==> src/rtl/fft_ctrl.sv <==
// rtl/fft_ctrl.sv - address/strobe sequencer for the 64-point radix-2 DIT FFT engine
// Optional feature: define FFT_CTRL_BITREV_LOAD_EN to bit-reverse load addresses
// so that samples can arrive in natural order; otherwise samples arrive pre-reversed.
// Ports:
//   clk, rst_n                              clock, synchronous active-low reset
//   start_i, busy_o, done_o                 transform control
//   din_valid_i, din_ready_o                input sample handshake
//   ld_wr_en_o, ld_wr_addr_o                sample RAM load write
//   rd_en_o, rd_addr_a_o, rd_addr_b_o       sample RAM reads (butterfly and unload)
//   tw_idx_o, bf_valid_o, stage_o           butterfly issue, aligned with read data
//   wr_en_o, wr_addr_a_o, wr_addr_b_o       butterfly result writeback
//   dout_valid_o, dout_last_o               result stream on RAM port A read data
module fft_ctrl #(
  parameter int RD_LAT = 1,
  parameter int BF_LAT = 0
) (
  input  logic       clk,
  input  logic       rst_n,
  input  logic       start_i,
  output logic       busy_o,
  output logic       done_o,
  input  logic       din_valid_i,
  output logic       din_ready_o,
  output logic       ld_wr_en_o,
  output logic [5:0] ld_wr_addr_o,
  output logic       rd_en_o,
  output logic [5:0] rd_addr_a_o,
  output logic [5:0] rd_addr_b_o,
  output logic [4:0] tw_idx_o,
  output logic       bf_valid_o,
  output logic       wr_en_o,
  output logic [5:0] wr_addr_a_o,
  output logic [5:0] wr_addr_b_o,
  output logic [2:0] stage_o,
  output logic       dout_valid_o,
  output logic       dout_last_o
);

  localparam int D = RD_LAT + BF_LAT;
  localparam logic [2:0] D_LAST = (D > 0) ? 3'(D - 1) : 3'd0;
  localparam logic [6:0] U_LAST = 7'(63 + RD_LAT);

  typedef enum logic [2:0] {S_IDLE, S_LOAD, S_CALC, S_DRAIN, S_UNLOAD, S_DONE} state_t;

  state_t     state;
  logic [5:0] n;
  logic [4:0] k;
  logic [2:0] s;
  logic [2:0] dcnt;
  logic [6:0] ucnt;

  // Butterfly address generation: insert a zero bit at position s of k to get
  // the upper wing, lower wing is span above it.
  logic [5:0] k_ext, span, mask, calc_a, calc_b;
  logic [4:0] calc_tw;
  assign k_ext   = {1'b0, k};
  assign span    = 6'd1 << s;
  assign mask    = span - 6'd1;
  assign calc_a  = ((k_ext >> s) << (s + 3'd1)) | (k_ext & mask);
  assign calc_b  = calc_a + span;
  assign calc_tw = 5'((k_ext & mask) << (3'd5 - s));

  logic calc_rd, unl_rd;
  assign calc_rd = (state == S_CALC);
  assign unl_rd  = (state == S_UNLOAD) && !ucnt[6];

  assign busy_o      = (state != S_IDLE);
  assign done_o      = (state == S_DONE);
  assign din_ready_o = (state == S_LOAD);
  assign ld_wr_en_o  = din_valid_i & din_ready_o;
  assign stage_o     = s;
  assign rd_en_o     = calc_rd | unl_rd;
  assign rd_addr_a_o = calc_rd ? calc_a : (unl_rd ? ucnt[5:0] : 6'd0);
  assign rd_addr_b_o = calc_rd ? calc_b : 6'd0;

`ifdef FFT_CTRL_BITREV_LOAD_EN
  assign ld_wr_addr_o = {n[0], n[1], n[2], n[3], n[4], n[5]};
`else
  assign ld_wr_addr_o = n;
`endif

  always_ff @(posedge clk) begin
    if (!rst_n) begin
      state <= S_IDLE;
      n     <= '0;
      k     <= '0;
      s     <= '0;
      dcnt  <= '0;
      ucnt  <= '0;
    end else begin
      case (state)
        S_IDLE: begin
          if (start_i) begin
            state <= S_LOAD;
            n     <= '0;
          end
        end
        S_LOAD: begin
          if (ld_wr_en_o) begin
            n <= n + 6'd1;
            if (n == 6'd63) begin
              k     <= '0;
              s     <= '0;
              state <= S_CALC;
            end
          end
        end
        S_CALC: begin
          k <= k + 5'd1;  // wraps to 0 after 31, ready for the next stage
          if (k == 5'd31) begin
            dcnt <= '0;
            if (D != 0) begin
              state <= S_DRAIN;
            end else if (s != 3'd5) begin
              s <= s + 3'd1;
            end else begin
              state <= S_UNLOAD;
              ucnt  <= '0;
            end
          end
        end
        S_DRAIN: begin
          // Holds off the next stage until the last writeback of this one lands.
          dcnt <= dcnt + 3'd1;
          if (dcnt == D_LAST) begin
            if (s != 3'd5) begin
              s     <= s + 3'd1;
              k     <= '0;
              state <= S_CALC;
            end else begin
              state <= S_UNLOAD;
              ucnt  <= '0;
            end
          end
        end
        S_UNLOAD: begin
          // ucnt 0..63 issues reads, then RD_LAT more cycles flush read data.
          ucnt <= ucnt + 7'd1;
          if (ucnt == U_LAST) state <= S_DONE;
        end
        S_DONE: state <= S_IDLE;
        default: state <= S_IDLE;
      endcase
    end
  end

  // Delay line, entry i holds what was issued i cycles ago. The bf/ul tags keep
  // unload reads from being mistaken for butterfly operations downstream.
  logic       pipe_bf   [1:D];
  logic       pipe_ul   [1:D];
  logic       pipe_last [1:D];
  logic [4:0] pipe_tw   [1:D];
  logic [5:0] pipe_a    [1:D];
  logic [5:0] pipe_b    [1:D];

  always_ff @(posedge clk) begin
    if (!rst_n) begin
      for (int i = 1; i <= D; i++) begin
        pipe_bf[i]   <= 1'b0;
        pipe_ul[i]   <= 1'b0;
        pipe_last[i] <= 1'b0;
        pipe_tw[i]   <= '0;
        pipe_a[i]    <= '0;
        pipe_b[i]    <= '0;
      end
    end else begin
      pipe_bf[1]   <= calc_rd;
      pipe_ul[1]   <= unl_rd;
      pipe_last[1] <= unl_rd && (ucnt[5:0] == 6'd63);
      pipe_tw[1]   <= calc_rd ? calc_tw : 5'd0;
      pipe_a[1]    <= calc_rd ? calc_a : 6'd0;
      pipe_b[1]    <= calc_rd ? calc_b : 6'd0;
      for (int i = 2; i <= D; i++) begin
        pipe_bf[i]   <= pipe_bf[i-1];
        pipe_ul[i]   <= pipe_ul[i-1];
        pipe_last[i] <= pipe_last[i-1];
        pipe_tw[i]   <= pipe_tw[i-1];
        pipe_a[i]    <= pipe_a[i-1];
        pipe_b[i]    <= pipe_b[i-1];
      end
    end
  end

  assign bf_valid_o   = pipe_bf[RD_LAT];
  assign tw_idx_o     = pipe_tw[RD_LAT];
  assign dout_valid_o = pipe_ul[RD_LAT];
  assign dout_last_o  = pipe_last[RD_LAT];
  assign wr_en_o      = pipe_bf[D];
  assign wr_addr_a_o  = pipe_a[D];
  assign wr_addr_b_o  = pipe_b[D];

endmodule

==> config.mk <==
export PLATFORM = sky130hd
export DESIGN_NAME = fft_ctrl
export DESIGN_NICKNAME = d
export VERILOG_FILES = /design/src/rtl/fft_ctrl.sv
export SDC_FILE = /design/constraint.sdc
export NUM_CORES = 1
export LEC_CHECK = 0
export ABC_CLOCK_PERIOD_IN_PS = 9400
export CAP_MARGIN = 30
export CORE_AREA = 5 5 73 101
export CTS_BUF_LIST = sky130_fd_sc_hd__clkbuf_8 sky130_fd_sc_hd__clkbuf_16
export CTS_CLUSTER_SIZE = 24
export DETAILED_ROUTE_END_ITERATION = 12
export DIE_AREA = 0 0 78 106
export GPL_ROUTABILITY_DRIVEN = 0
export HOLD_SLACK_MARGIN = 0.1
export PLACE_DENSITY = 0.69
export SLEW_MARGIN = 0
export SYNTH_ARGS = -nofsm -noshare
export SYNTH_HDL_FRONTEND = slang
export SYNTH_SLANG_ARGS = --single-unit
export TNS_END_PERCENT = 100
==> constraint.sdc <==
create_clock -name clk -period 9.4 [get_ports clk]
set_input_delay 0.94 -clock clk [delete_from_list [all_inputs] [get_ports clk]]
set_output_delay 0.94 -clock clk [all_outputs]
set_load 0.02 [all_outputs]
# Yosys cells after proc, flatten, opt, wreduce, memory -nomap -nowiden
# Memories as Yosys holds them, arrays and structs flattened.
# Cells that the tools add are included.
# totals
output_inout_bits,47
reg_bits,27
in_bits,4
wordCells,108
ram_bits,20
mem_count,6
# mem_list
name,words,word_bits,rd,rd_ports_with_merged_regs,write_ports,line_no,source
pipe_a,1,6,1,0,1,153,logic [5:0] pipe_a [1:D];
pipe_b,1,6,1,0,1,154,logic [5:0] pipe_b [1:D];
pipe_tw,1,5,1,0,1,152,logic [4:0] pipe_tw [1:D];
pipe_bf,1,1,1,0,1,149,logic pipe_bf [1:D];
pipe_last,1,1,1,0,1,151,logic pipe_last [1:D];
pipe_ul,1,1,1,0,1,150,logic pipe_ul [1:D];
# classes
shifts,4
n_eq_ne,18
bitwise_logic,10
n_mux,39
addsub,8
reduce_logical,17
# op_table
op,n
$mux 6,8
$mux 3,12
$mux 5,6
$pmux 3 s5,1
$pmux 5 s3,1
$mux 7,2
$pmux 7 s2,1
$eq 6x6->1 const B,2
$pmux 3 s2,2
$pmux 6 s2,1
$reduce_and 5->1,2
$ne 2x1->1 const B,4
$ne 2x2->1 const B,4
$reduce_bool 2->1,4
$add 7x1->7 const B,1
$eq 7x7->1 const B,1
$or 1x1->1,7
$add 3x1->3 const B,2
$add 6x1->6 const B,1
$add 6x6->6,1
$and 5x6->6,1
$eq 3x2->1 const B,2
$eq 3x3->1 const B,2
$logic_not 3->1,2
other kinds (19),26

# Depth between registers and ports, before layout
# Gate-level depths: netlist of the first run.
# logic_depth
ltp_word,7
mapped_depth,16
depth_no_buf,14

# Worst setup path after synthesis of the first run
# Ideal clock, no wire load.
# synth_path
path_type,register to output
startpoint,"reg s[1], in the netlist stage_o[1]"
endpoint,out rd_addr_b_o[5]
stages_incl_launch_ff,17
path_slack_ns,5.293
path_buffers,2
required_ns,8.460
arrival_ns,3.167
cell_sequence,dfxtp_1 -> buf_6 -> buf_2 -> inv_1 -> ha_1 -> nand2_1 -> ha_1 -> nor2b_1 -> a31oi_1 -> inv_1 -> ha_1 -> a211oi_1 -> o21bai_1 -> a21oi_1 -> xnor2_1 -> xnor2_1 -> nor2_1
# synth_between
elab_chain_cells,6
word_cells_on_any_way,9
classes_between,add/sub: 3; shift: 3; mux: 1; bitwise: 2
# synth_rtl
element,line_no,source
start: declaration,48,logic [2:0] s;
start signal: assignment,115,s <= s + 3'd1;
start signal: assignment,127,s <= s + 3'd1;
$shl 1x3->6,57,assign span = 6'd1 << s;
$sub 6x1->6,58,assign mask = span - 6'd1;
$and 5x6->6,59,assign calc_a = ((k_ext >> s) << (s + 3'd1)) | (k_ext & mask);
$or 6x6->6 *,59,
via calc_a[1],54,"logic [5:0] k_ext, span, mask, calc_a, calc_b;"
$add 6x6->6 *,60,assign calc_b = calc_a + span;
$mux 6 *,74,assign rd_addr_b_o = calc_rd ? calc_b : 6'd0;
end: declaration,28,"output logic [5:0] rd_addr_b_o,"
# Mark *: on every way through the listed nets, which the timed path passes. The rest lies on a longest branch.

# Final worst setup path of the first run
# layout_path
startpoint,"reg s[0], in the netlist stage_o[0]"
endpoint,out rd_addr_b_o[5]
# The elaborated chain is that of the path after synthesis.

==> summary.md, run 1 <==
| Metric | Value |
|---|---|
| Status | finished, final reports clean |
| Hold Path Cell Cnt | 2 |
| Leading cell type in the layout, fill and taps excluded | sky130_fd_sc_hd__clkdlybuf4s50_1 |
| RSZ-0062 raised after global routing | false |
| Syn_nets | 372 |
| Total power density per cell area | 143.4 nW/um^2 |
| Final Net Count | 413 |
| Post-synthesis instance area | 2759 sq um |
| Post-route clock period utilization | 56.69% |
| Total DRC errors in the routed layout | 0 |
| Fraction of power spent switching nets | 34.75% |
| Via density per instance | 5.433 |
| Top-level port count | 51 |
| Core ar. | 6437 sq um |
| Share of synthesized registers carrying an async set or reset | 0% |
| Y dimension of the die | 106 um |
| Power spent charging and discharging nets | 166.5 uW |
| Endpoint, Worst Hold | k[1] |
| Cell count of the worst reg-to-reg path | 14 |
| Data arrival time at the worst-slack endpoint | 4.39 ns |
| Clock buffer count from CTS | 5 |
| Required time at the endpoint of the critical path | 8.46 ns |
| Number of nets with antenna violations after routing | 0 |
| Achievable frequency | 0.1877 GHz |
| Minimum setup slack among reg-to-reg paths | 5.78 ns |
| Fin. max-slew vios | 0 |
| Clock latency on the worst-skew pair | 0.29 ns |
| Count of cells resized by post-cts repair | 0 |
| Die extent in x | 78 um |
| Internal power | 312.6 uW |
| Final setup violation count | 0 |
| Largest net degree at the start of global routing | 21 |
| Worst hold start | k[1] |
| Clock tree from TritonCTS | built |
| Start of the worst register-to-register path | stage_o[0] |
| Ys flop type | sky130_fd_sc_hd__dfxtp_1 |
| Non-Filler Cell Area, Final | 3342 sq um |
| Via count | 2521 |
| Warning count from the yosys run | 0 |
| Sequential share of power | 47.6% |
| # diodes | 0 |
| Total gr overflow | 0 |
| Startpoint class of the critical path | flip-flop |
| Placed Instance Area | 3261 sq um |
| Number of unique standard cell types used by synthesis | 53 |
| Clock skew after layout | 0.005850 ns |
| Global-route wire length before repair | 11710 um |
| Fraction of power consumed by combinational cells | 28.1% |
| Number of failing hold endpoints at the final stage | 0 |
| Routed wire length | 6860 um |
| Via count of the first global-routing pass | 2476 |
| Worst IR Drop VDD | 0.1053 mV |
| Filler Cells Inserted | 653 |
| Kind of path behind the tightest hold check | reg2reg |
| Slew margin rel. | 54.41% |
| Drt first-iter violations | 169 |
| Half-perimeter wire length of the detailed placement result | 5251 um |
| Die area | 8268 sq um |
| Layout cells sized above 1 | 3.846% |
| H-tree levels | 2 |
| Clock Tree Buf Depth | 2 |
| Number of antenna violations at the first check in global routing | 0 |
| Post-synthesis cell count | 348 |
| Commonest cells after routing, fill and taps aside | 50 x sky130_fd_sc_hd__clkdlybuf4s50_1, 47 x sky130_fd_sc_hd__dfxtp_1, 46 x sky130_fd_sc_hd__nor2_1, 41 x sky130_fd_sc_hd__nand2_1, 23 x sky130_fd_sc_hd__inv_1 |
| Count of standard-cell rows | 35 |
| Routed length per instance | 14.78 um |
| Per-instance average area after synthesis | 7.928 sq um |
| Number of detailed-routing iterations run before antenna repair | 4 |
| Static leakage | 1.310 nW |
| Setup CP Type | reg2out |
| CTS root buffer | sky130_fd_sc_hd__clkbuf_8 |
| Post-route setup TNS | 0 ns |
| Tightest hold margin | 0.5208 ns |
| Clk pin slew, worst setup/hold paths | 0.09 ns |
| Number of post-CTS setup repair buffers | 0 |
| Time the final worst path needs with I/O delays and setup | 5.329 ns |
| Initial core utilization | 42.86% |
| Maximum net fanout on the critical path | 20 |
| CP endpoint kind | output port |
| Post-synth EDFFs | 0 |
| GRT Total Usage | 17.02% |
| Clock net sink count | 47 |
| Slew at the pin closest to its max-slew limit | 0.6830 ns |
| Maxcap violations | 0 |
| Area delta synth->final | 21.13% |
| CTS hold repair buffers | 0 |
| Register bit count reported by yosys | 47 |
| Reg-to-Reg End | pipe_b[1][5] |
| Part of the power in the clock network | 24.3% |
| Number of buffers inserted by port buffering | 50 |
| Sequential element share of the synthesized area | 34.10% |
-- critical path, stage by stage (launching register included) --
cell                              delay (ns)
sky130_fd_sc_hd__dfxtp_1                0.77
sky130_fd_sc_hd__inv_1                  0.31
sky130_fd_sc_hd__ha_1                   0.33
sky130_fd_sc_hd__nand2_1                0.16
sky130_fd_sc_hd__ha_1                   0.14
sky130_fd_sc_hd__nor2b_1                0.07
sky130_fd_sc_hd__a31oi_1                0.43
sky130_fd_sc_hd__inv_1                  0.10
sky130_fd_sc_hd__ha_1                   0.32
sky130_fd_sc_hd__a211oi_1               0.23
sky130_fd_sc_hd__o21bai_1               0.10
sky130_fd_sc_hd__a21oi_1                0.18
sky130_fd_sc_hd__xnor2_1                0.15
sky130_fd_sc_hd__xnor2_1                0.10
sky130_fd_sc_hd__nor2_1                 0.09
sky130_fd_sc_hd__clkdlybuf4s50_1        0.62
-- Yosys cell counts, types with 3 or more instances --
library cell / number / area [sq um]
sky130_fd_sc_hd__nand3_1: 9 / 45.04
sky130_fd_sc_hd__xnor2_1: 3 / 26.28
sky130_fd_sc_hd__and3_1: 7 / 43.79
sky130_fd_sc_hd__and2_1: 5 / 31.28
sky130_fd_sc_hd__ha_1: 19 / 237.7
sky130_fd_sc_hd__dfxtp_1: 47 / 940.9
sky130_fd_sc_hd__buf_2: 7 / 35.03
sky130_fd_sc_hd__xor2_1: 16 / 140.1
sky130_fd_sc_hd__nor2_1: 46 / 172.7
sky130_fd_sc_hd__nor2b_1: 5 / 31.28
sky130_fd_sc_hd__or3_1: 6 / 37.54
sky130_fd_sc_hd__nand4_1: 5 / 31.28
sky130_fd_sc_hd__a31oi_1: 4 / 25.02
sky130_fd_sc_hd__nor3_1: 9 / 45.04
sky130_fd_sc_hd__nand2b_1: 5 / 31.28
sky130_fd_sc_hd__a21oi_1: 20 / 100.1
sky130_fd_sc_hd__a211oi_1: 5 / 37.54
sky130_fd_sc_hd__o21ai_0: 18 / 90.09
sky130_fd_sc_hd__inv_1: 21 / 78.83
sky130_fd_sc_hd__clkbuf_1: 5 / 18.77
sky130_fd_sc_hd__nand2_1: 41 / 153.9
-- registers in the layout, indices dropped and copies added (netlist names) --
name / count
dcnt: 3
k: 5
ld_wr_addr_o: 6
pipe_a: 6
pipe_b: 6
pipe_bf: 1
pipe_last: 1
pipe_tw: 5
pipe_ul: 1
stage_o: 3
state: 3
ucnt: 7
-- area by class of cell --
type | instances | area (sq um) | share of cell area (%)
clock inverters | 3 | 12.51 | 0.3744
flip-flops and latches | 47 | 940.9 | 28.15
multi-input cells | 263 | 1644 | 49.20
well taps | 74 | 92.59 | 2.770
repair buffers | 50 | 500.5 | 14.98
inverters | 22 | 82.58 | 2.471
clock buffers | 5 | 68.82 | 2.059
-- metrics by stage --
stage               setup WS, ns  util, %  instances  total power, mW
finish                     4.071    51.91        464           0.4792
global placement           4.585    50.65        456           0.3663
floorplan                  5.293        -        348           0.3236
detailed placement         4.414    50.65        456           0.3668
CTS                        4.065    51.91        464           0.4837
global route               3.730    51.91        464           0.5095
-- how the worst max path moves through the flow --
| stage | slack [ns] | cells past startpoint | start | endpoint |
|---|---|---|---|---|
| 3_3_place_gp | 4.58 | 15 | stage_o[0] | rd_addr_b_o[5] |
| 6_report | 4.07 | 15 | stage_o[0] | rd_addr_b_o[5] |
| 4_1_cts | 4.06 | 15 | stage_o[0] | rd_addr_b_o[5] |
| 5_1_grt | 3.73 | 15 | stage_o[0] | rd_addr_b_o[5] |
| 2_1_floorplan | 5.29 | 16 | stage_o[1] | rd_addr_b_o[5] |
| 3_5_place_dp | 4.41 | 15 | stage_o[0] | rd_addr_b_o[5] |
-- power by group through the flow --
stage	Combinational (mW)	Sequential (mW)	Clock, mW
2_1_floorplan	0.0997	0.224	0
3_3_place_gp	0.134	0.232	0
3_5_place_dp	0.134	0.232	0
4_1_cts	0.136	0.228	0.120
5_1_grt	0.150	0.231	0.128
6_report	0.135	0.228	0.116
-- metal layers --
| layer | track usage (%) | vias up | share of wire [%] |
|---|---|---|---|
| met5 | 0 | - | 0 |
| met4 | 6.643 | 0 | 2.8 |
| met3 | 2.966 | 17 | 3.7 |
| met2 | 31.00 | 61 | 51 |
| met1 | 19.30 | 1173 | 42 |
| li1 | - | 1270 | - |
-- kinds of logic after synthesis --
logic type / Yosys count / share of synthesized area (%)
and+or+nand+nor: 149 / 26.30
AOI/OAI and AO/OA: 71 / 16.37
DFF: 47 / 34.10
buffers and inverters: 38 / 6.304
adders and majority gates: 20 / 9.343
xor gates and xnor gates: 19 / 6.032
muxes: 4 / 1.542
Power figures use the tool's default switching activity.
==> run 2: changes to the inputs <==
ABC_CLOCK_PERIOD_IN_PS = 5400   (was 9400)
clock period = 5.4 ns   (was 9.4 ns; I/O delays follow)
==> run 2 against run 1 <==
Compared with the run above:
- clock skew grew 0.0043 ns
- sequential share of layout area shrank 0.24 points
- core utilization grew 0.45 points
- flip-flop and latch count is the same
- largest power group unchanged
- critical endpoint unchanged
- die area is the same
==> summary.md, run 2 (synthesis results as in run 1) <==
| Metric | Value |
|---|---|
| Placed Instance Area | 3268 sq um (+0.23%) |
| Number of post-CTS setup repair buffers | 0 (unchanged) |
| RSZ-0062 raised after global routing | false |
| Fraction of power consumed by combinational cells | 26.7% (-1.4 points) |
| Routed length per instance | 14.77 um (about the same) |
| Core ar. | 6437 sq um (unchanged) |
| Status | finished, final reports clean |
| GRT Total Usage | 16.91% (-0.11 points) |
| CTS hold repair buffers | 0 (unchanged) |
| Startpoint class of the critical path | flip-flop |
| Count of cells resized by post-cts repair | 0 (unchanged) |
| Global-route wire length before repair | 11470 um (-2.1%) |
| Kind of path behind the tightest hold check | reg2reg |
| # diodes | 0 (unchanged) |
| Achievable frequency | 0.2007 GHz |
| Top-level port count | 51 (unchanged) |
| Part of the power in the clock network | 28.3% (+4.0 points) |
| Number of buffers inserted by port buffering | 50 (unchanged) |
| Number of antenna violations at the first check in global routing | 0 (unchanged) |
| Minimum setup slack among reg-to-reg paths | 1.74 ns (-4.04 ns) |
| CP endpoint kind | output port |
| Clock tree from TritonCTS | built |
| Total DRC errors in the routed layout | 0 (unchanged) |
| Time the final worst path needs with I/O delays and setup | 4.982 ns |
| Clock Tree Buf Depth | 2 (unchanged) |
| Clock skew after layout | 0.01011 ns (+0.004260 ns) |
| Reg-to-Reg End | pipe_b[1][5] |
| Post-route setup TNS | 0 ns (unchanged) |
| End point of the critical path | rd_addr_b_o[5] |
| Final Net Count | 414 (+0.24%) |
| Initial core utilization | 42.86% (unchanged) |
| Maximum net fanout on the critical path | 20 (unchanged) |
| Data arrival time at the worst-slack endpoint | 4.44 ns (+0.05 ns) |
| Die extent in x | 78 um (unchanged) |
| Via count of the first global-routing pass | 2451 (-1.0%) |
| Non-filler cells in the finished layout | 464 (unchanged) |
| Register with the most flip-flops | ucnt |
| Drt first-iter violations | 205 (+21%) |
| Number of detailed-routing iterations run before antenna repair | 4 (unchanged) |
| Slack of the critical path | 0.4184 ns (-3.653 ns) |
| Worst IR Drop VDD | 0.2255 mV (+110%) |
| Power Total | 881.6 uW (+84%) |
| Number of placed instances with taps included | 457 (+0.22%) |
| Required time at the endpoint of the critical path | 4.86 ns (-3.60 ns) |
| Number of failing hold endpoints at the final stage | 0 (unchanged) |
| Post-placement setup slack | 0.8457 ns (-3.569 ns) |
| Total power density per cell area | 261.5 nW/um^2 (+82%) |
| Clk pin slew, worst setup/hold paths | 0.09 ns (about the same) |
| Fin. max-slew vios | 0 (unchanged) |
| Layout cells sized above 1 | 4.103% (+0.26 points) |
| Via count | 2533 (+0.48%) |
| Clock net sink count | 47 (unchanged) |
| Area delta synth->final | 22.18% |
| Number of flip-flops in the largest register | 7 (unchanged) |
| Via density per instance | 5.459 (+0.48%) |
| Power spent charging and discharging nets | 290.6 uW (+75%) |
| Non-Filler Cell Area, Final | 3371 sq um (+0.86%) |
| Slew at the pin closest to its max-slew limit | 0.6559 ns (-0.02710 ns) |
| Tightest hold margin | 0.5157 ns (-0.005044 ns) |
| Y dimension of the die | 106 um (unchanged) |
| Internal power | 591.0 uW (+89%) |
| Sequential share of power | 45.0% (-2.6 points) |
| Filler Cells Inserted | 652 (-0.15%) |
| Total gr overflow | 0 (unchanged) |
| Final setup violation count | 0 (unchanged) |
| Maxcap violations | 0 (unchanged) |
| Start of the worst register-to-register path | stage_o[0] |
| Leading cell type in the layout, fill and taps excluded | sky130_fd_sc_hd__clkdlybuf4s50_1 |
| Slew margin rel. | 56.22% (+1.8 points) |
| Clock latency on the worst-skew pair | 0.30 ns (about the same) |
| H-tree levels | 2 (unchanged) |
| Post-route clock period utilization | 92.25% |
| Largest net degree at the start of global routing | 21 (unchanged) |
| Number of nets with antenna violations after routing | 0 (unchanged) |
| CTS root buffer | sky130_fd_sc_hd__clkbuf_8 |
| Routed wire length | 6854 um (about the same) |
| Clock buffer count from CTS | 5 (unchanged) |
| Count of standard-cell rows | 35 (unchanged) |
| Half-perimeter wire length of the detailed placement result | 5219 um (-0.60%) |
| Die area | 8268 sq um (unchanged) |
| Core utilization of the finished layout | 52.36% (+0.45 points) |
| Setup CP Type | reg2out |
| Cell count of the worst reg-to-reg path | 14 (unchanged) |
| Fraction of power spent switching nets | 32.96% (-1.8 points) |
| Commonest cells after routing, fill and taps aside | 50 x sky130_fd_sc_hd__clkdlybuf4s50_1, 47 x sky130_fd_sc_hd__dfxtp_1, 46 x sky130_fd_sc_hd__nor2_1, 41 x sky130_fd_sc_hd__nand2_1, 22 x sky130_fd_sc_hd__inv_1 |
| Worst Setup SP | stage_o[0] |
| Static leakage | 1.321 nW (+0.79%) |
==> run 2: worst min-delay path by stage <==
stage	startpoint	endpoint	slack [ns]	cells after the start
after global routing	k[1]	k[1]	0.53	2
after detailed placement	k[1]	k[1]	0.50	2
after floorplan	k[1]	k[1]	0.46	2
after global placement	dcnt[2]	dcnt[2]	0.48	2
final	k[1]	k[1]	0.52	2
after CTS	k[1]	k[1]	0.52	2
==> run 2: power by group through the flow <==
stage / sequential [mW] / clock, mW / combinational, mW
finish: 0.397 / 0.250 / 0.235
global route: 0.400 / 0.270 / 0.260
floorplan: 0.390 / 0 / 0.174
CTS: 0.397 / 0.256 / 0.237
detailed placement: 0.405 / 0 / 0.235
global placement: 0.405 / 0 / 0.233
==> run 2: per-layer routing <==
layer	part of all wire [%]	track usage, %
met1	41	19.12
met2	51	30.05
met3	4.5	3.136
met4	4.0	7.971
met5	0	0
==> run 2: final cells by class <==
class                      instances  area [sq um]  area share, %
clock buffer                       5         68.82          2.042
clock inverter                     2         33.78          1.002
inverter                          22         82.58          2.450
multi-input combinational        263          1644          48.78
sequential                        47         940.9          27.91
tap                               74         92.59          2.747
timing repair buffer              51         508.0          15.07
==> run 2: critical path, cell delays in order (launching register included) <==
cell and delay (ns):
sky130_fd_sc_hd__dfxtp_1 0.75, sky130_fd_sc_hd__inv_1 0.31, sky130_fd_sc_hd__ha_1 0.33, sky130_fd_sc_hd__nand2_1 0.17, sky130_fd_sc_hd__ha_1 0.21, sky130_fd_sc_hd__nor2b_1 0.24
sky130_fd_sc_hd__xor2_1 0.10, sky130_fd_sc_hd__a22o_1 0.20, sky130_fd_sc_hd__a21oi_1 0.30, sky130_fd_sc_hd__inv_1 0.09, sky130_fd_sc_hd__ha_1 0.31, sky130_fd_sc_hd__a21oi_1 0.17
sky130_fd_sc_hd__xnor2_1 0.16, sky130_fd_sc_hd__xnor2_1 0.10, sky130_fd_sc_hd__nor2_1 0.09, sky130_fd_sc_hd__clkdlybuf4s50_1 0.61
